**config.mk**
```make
export PLATFORM = sky130hd
export DESIGN_NAME = leb128_enc_stream
export DESIGN_NICKNAME = d
export VERILOG_FILES = /design/src/rtl/leb128_enc_stream.sv
export SDC_FILE = /design/constraint.sdc
export NUM_CORES = 1
export LEC_CHECK = 0
export BUFFER_PORTS_ARGS = -buffer_cell sky130_fd_sc_hd__buf_4
export CORE_MARGIN = 8
export CORE_UTILIZATION = 52
export DETAILED_ROUTE_END_ITERATION = 12
export GPL_TIMING_DRIVEN = 0
export PLACE_DENSITY = 0.82
export SLEW_MARGIN = 20
export SYNTH_ARGS = -nofsm -noshare
export SYNTH_HDL_FRONTEND = slang
export SYNTH_SLANG_ARGS = --single-unit
```
**constraint.sdc**
```tcl
create_clock -name clk -period 1.8 [get_ports clk]
set_clock_uncertainty 0.15 [all_clocks]
set_input_delay 0.18 -clock clk [delete_from_list [all_inputs] [get_ports clk]]
set_output_delay 0.18 -clock clk [all_outputs]
set_load 0.005 [all_outputs]
```
**src/rtl/leb128_enc_stream.sv**
```systemverilog
// Streaming LEB128 encoder: one WIDTH-bit word in, its LEB128 bytes out one per cycle on a valid/ready stream.
// Define LEB128_SIGNED_EN for SLEB128 (signed) encoding; the default build encodes unsigned LEB128.
module leb128_enc_stream #(
  parameter int WIDTH = 32,
  localparam int N = (WIDTH + 6) / 7,
  localparam int LW = $clog2(N + 1)
) (
  input  logic             clk,
  input  logic             rst,
  input  logic [WIDTH-1:0] idata,
  input  logic             ivalid,
  output logic             iready,
  output logic [7:0]       odata,
  output logic             ovalid,
  input  logic             oready,
  output logic             olast,
  output logic [LW-1:0]    olen
);

  typedef enum logic {IDLE, EMIT} state_t;

  state_t           r_state;
  state_t           w_next;
  logic [WIDTH-1:0] r_sh;
  logic [WIDTH-1:0] w_shNext;
  logic [LW-1:0]    r_rem;
  logic [LW-1:0]    r_olen;
  logic [LW-1:0]    w_len;
  logic             w_take;
  logic             w_fire;

  assign w_take = ivalid & iready;
  assign w_fire = ovalid & oready;
  assign olen   = r_olen;

`ifdef LEB128_SIGNED_EN
  // A word needs n+1 bytes when the bits above position 7n-1 are not a pure sign extension.
  always_comb begin
    logic [WIDTH-1:0] top;
    top   = '0;
    w_len = LW'(1);
    for (int n = 1; n < N; n++) begin
      top = WIDTH'($signed(idata) >>> (7 * n - 1));
      if ((top != '0) && (top != '1)) w_len = LW'(n + 1);
    end
  end

  assign w_shNext = WIDTH'($signed(r_sh) >>> 7);
`else
  always_comb begin
    w_len = LW'(1);
    for (int n = 1; n < N; n++) begin
      if ((idata >> (7 * n)) != '0) w_len = LW'(n + 1);
    end
  end

  assign w_shNext = r_sh >> 7;
`endif

  always_ff @(posedge clk or posedge rst) begin
    if (rst) r_state <= IDLE;
    else     r_state <= w_next;
  end

  // A new word taken alongside the final byte keeps us in EMIT with no bubble.
  always_comb begin
    w_next = r_state;
    if (w_take)              w_next = EMIT;
    else if (w_fire && olast) w_next = IDLE;
  end

  always_comb begin
    ovalid = 1'b0;
    olast  = 1'b0;
    odata  = 8'h00;
    if (r_state == EMIT) begin
      ovalid = 1'b1;
      olast  = (r_rem == LW'(1));
      odata  = {(r_rem != LW'(1)), r_sh[6:0]};
    end
    iready = (r_state == IDLE) | (ovalid & olast & oready);
  end

  always_ff @(posedge clk or posedge rst) begin
    if (rst) begin
      r_sh   <= '0;
      r_rem  <= '0;
      r_olen <= '0;
    end else if (w_take) begin
      r_sh   <= idata;
      r_rem  <= w_len;
      r_olen <= w_len;
    end else if (w_fire) begin
      r_sh   <= w_shNext;
      r_rem  <= r_rem - LW'(1);
    end
  end

endmodule

```
==> impl_results.md <==
* Outcome: finished, violations left
* Failing checks: negative setup slack
* Total chip power at 3390 uW
* Final Hold Fails at 0
* Post-Synthesis Cells at 181
* Die Y at 76.4 um
* Sequential-to-total area share from yosys stat at 51.5%
* Routability Congestion at 0.759
* Tcrit/Tclk final at 102%
* Setup ws final at -0.0349 ns
* Vias post-DR at 1794
* Vias in the first global route at 1817
* First-pass GRT wire length at 8560 um
* Peak supply drop at 0.695 mV
* Final-layout fill cell count at 205
* Detailed placement HPWL at 3360 um
* CTS clk-pin slew, worst paths at 0.12 ns
* Gr ovfl total at 0
* Setup Viol. Count Final at 7
* Syn Area/Cell at 10.5 sq um
* Final ANT Viol Nets at 0
* Total routed wirelength at 5820 um
* Max H-tree Level at 2
* Post-Synth XOR/XNOR Area at 0%
* Hold WC Path Type: input port to async pin
* Initial antenna violation count at 0
* Post-synthesis compound-gate area fraction at 13.9%
* Core Util, Final at 83.1%
* Register area at 977 sq um
* Num CTS Buffers at 5
* Worst-Margin Slew at 0.517 ns
* Adder-cell share of the synthesized area at 1.32%
* Setup_tns at -0.150 ns
* Dpl cells at 279
* Synth-to-Final Area Change at 57.0%
* Mux cell area share after synthesis at 13.9%
* WP data required at 1.90 ns
* R2R setup slack at -0.03 ns
* Multi-input gate area at 892 sq um
* Synthesized area at 1900 sq um
* Leak at 0.00131 uW
* Starting density of the core at 53.0%
* All-layer global routing usage at 17.7%
* Sinks on the clock net at 39
* CTS tree: done
* Clock Path Buffers at 2
* Total core area at 3580 sq um
* Synth cell types at 33
* Startpoint types: flop
* Max-Slew Margin vs Limit at 64.8%
* CTS Root Cell: clkbuf_4
* DR iter-0 viols at 105
* I/O pins at 50
* Drt pass-1 iters at 4
* Crit path time final at 1.83 ns
* Synth Area in Simple Gates at 14.8%
* Fraction of layout cells with a size suffix above 1 at 30.9%
* Port buffer count at 49
* Via density at 5.44
* DR WL/cell at 17.6 um
* Synthesized Nets at 219
* Largest family of logic cells by synthesized area: simple AND/OR/NAND/NOR gates
* Die area at 5830 sq um
* Die X at 76.4 um
* Largest net degree at the start of global routing at 24
* DRC errors left at 0
* Critical path capture point type: flop
* # rows at 22
* Highest net fanout along the worst path at 8
* Max cap viols at 0
* RSZ-0062 raised after global routing: yes
* Antenna diodes at 0
* Final slew viol count at 0
* Clk Latency, worst-skew pair at 0.36 ns
* Nets at 319
* Crit path kind: flop to flop
* Yosys reg bits at 39
* Worst Path Arrival at 1.93 ns
* PwrDens at 1140 nW/um^2
* F_max at 545 MHz
* Post-route non-filler standard cell count at 330
* Yosys warns at 0
-- routing by layer --
metal  GRT usage, %  vias up  part of all wire (%)
li1               -      841                     -
met1           20.4      874                    40
met2           29.5       66                    52
met3           6.25       13                   6.2
met4           6.73        0                   1.9
met5              0        -                     0
-- path summary, 6_finish.rpt --
check,start,to,cells after the start
min in group clk,idata[17],olen[1],5
max,r_rem[1],r_sh[13],8
max reg2reg,r_rem[1],r_sh[13],8
min,rst,r_sh[7],3
max in group asynchronous,rst,r_rem[0],4
min reg2reg,r_sh[1],r_sh[1],2
-- through the flow --
stage / cell area [sq um] / setup slack [ns] / hold WS [ns]
after floorplan: 1900 / 0.140 / 0.138
after global placement: 2320 / -0.0704 / 0.246
after detailed placement: 2350 / -0.122 / 0.0441
after CTS: 2780 / -0.0319 / 0.167
after global routing: 2980 / -0.143 / 0.235
final: 2980 / -0.0349 / 0.213
-- synth_stat cells --
library cell / instances / area share, %
or3_1: 2 / 0.66
o311ai_0: 1 / 0.46
buf_6: 2 / 1.2
and3_1: 2 / 0.66
nand3b_1: 1 / 0.40
o21ai_1: 25 / 6.6
nor3_1: 3 / 0.79
o21a_1: 1 / 0.40
or4_4: 1 / 0.59
o2111ai_1: 1 / 0.46
nor4_1: 4 / 1.3
ha_1: 2 / 1.3
nand2_1: 29 / 5.7
mux2i_2: 1 / 0.73
a21boi_2: 1 / 0.59
nand2b_1: 1 / 0.33
and2_1: 7 / 2.3
a211oi_2: 1 / 0.66
nand4_1: 2 / 0.66
mux2i_1: 25 / 13
a22o_1: 7 / 3.2
clkbuf_1: 6 / 1.2
a211oi_1: 1 / 0.40
inv_1: 6 / 1.2
and4_1: 1 / 0.46
dfrtp_1: 39 / 51
buf_4: 2 / 0.79
nor2_1: 2 / 0.40
o31ai_1: 1 / 0.40
o21ai_0: 1 / 0.26
buf_2: 1 / 0.26
a21boi_0: 1 / 0.40
nand4b_1: 1 / 0.46
-- layout make-up --
cell class / instances / share of cell area (%)
clock inverters: 1 / 0.168
multi-input cells: 125 / 30.0
inverters: 6 / 0.757
flip-flops and latches: 39 / 32.8
well taps: 48 / 2.02
clock buffers: 7 / 1.51
repair buffers: 93 / 29.3
plain buffers: 11 / 3.45
-- registers in the layout (all words and copies together), names as in the netlist --
signal and cells:
olen 3, r_rem 3, r_sh 32, r_state 1
-- timing repair --
action / in CTS / in global routing
hold endpoints to repair: 73 / 0
setup buffers: 2 / 3
cloned: 0 / 3
pin swaps: 1 / 8
resized for setup: 4 / 27
setup endpoints to repair: 40 / 40
hold buffers: 35 / 0
-- report_power, final --
group | total, uW | switching (uW) | leakage, uW | internal (uW)
clock | 432 | 280 | 0.0000293 | 152
sequential | 1410 | 204 | 0.000505 | 1200
combinational | 1550 | 696 | 0.000780 | 854
-- worst max-delay path, cell delays in order (launching register included) --
cell and delay, ns:
dfrtp_1 0.40, inv_2 0.08, ha_4 0.13, nand3b_1 0.14
a21boi_4 0.21, buf_12 0.16, clkbuf_16 0.15, mux2i_1 0.22
o21ai_1 0.09
-- placed cells by master, fill, tap and decap left out, drive strengths merged, types with 2 or more instances in the layout --
| master | instances |
|---|---|
| inv | 6 |
| nor2 | 2 |
| nor3 | 3 |
| dlygate4sd3 | 35 |
| mux2i | 26 |
| nor4 | 4 |
| clkbuf | 16 |
| o21ai | 26 |
| nand2 | 29 |
| a21boi | 2 |
| nand4 | 2 |
| a211oi | 2 |
| ha | 2 |
| buf | 60 |
| and2 | 7 |
| and3 | 2 |
| or3 | 2 |
| dfrtp | 39 |
| a22o | 7 |
-- cells by family after synthesis --
family                   after synthesis
multiplexers                          26
buffers and inverters                 17
AO/OA/AOI/OAI                         41
adder cells (fa/ha/maj)                2
flip-flops                            39
AND/OR/NAND/NOR                       56
(Power assumes the default switching activity.)
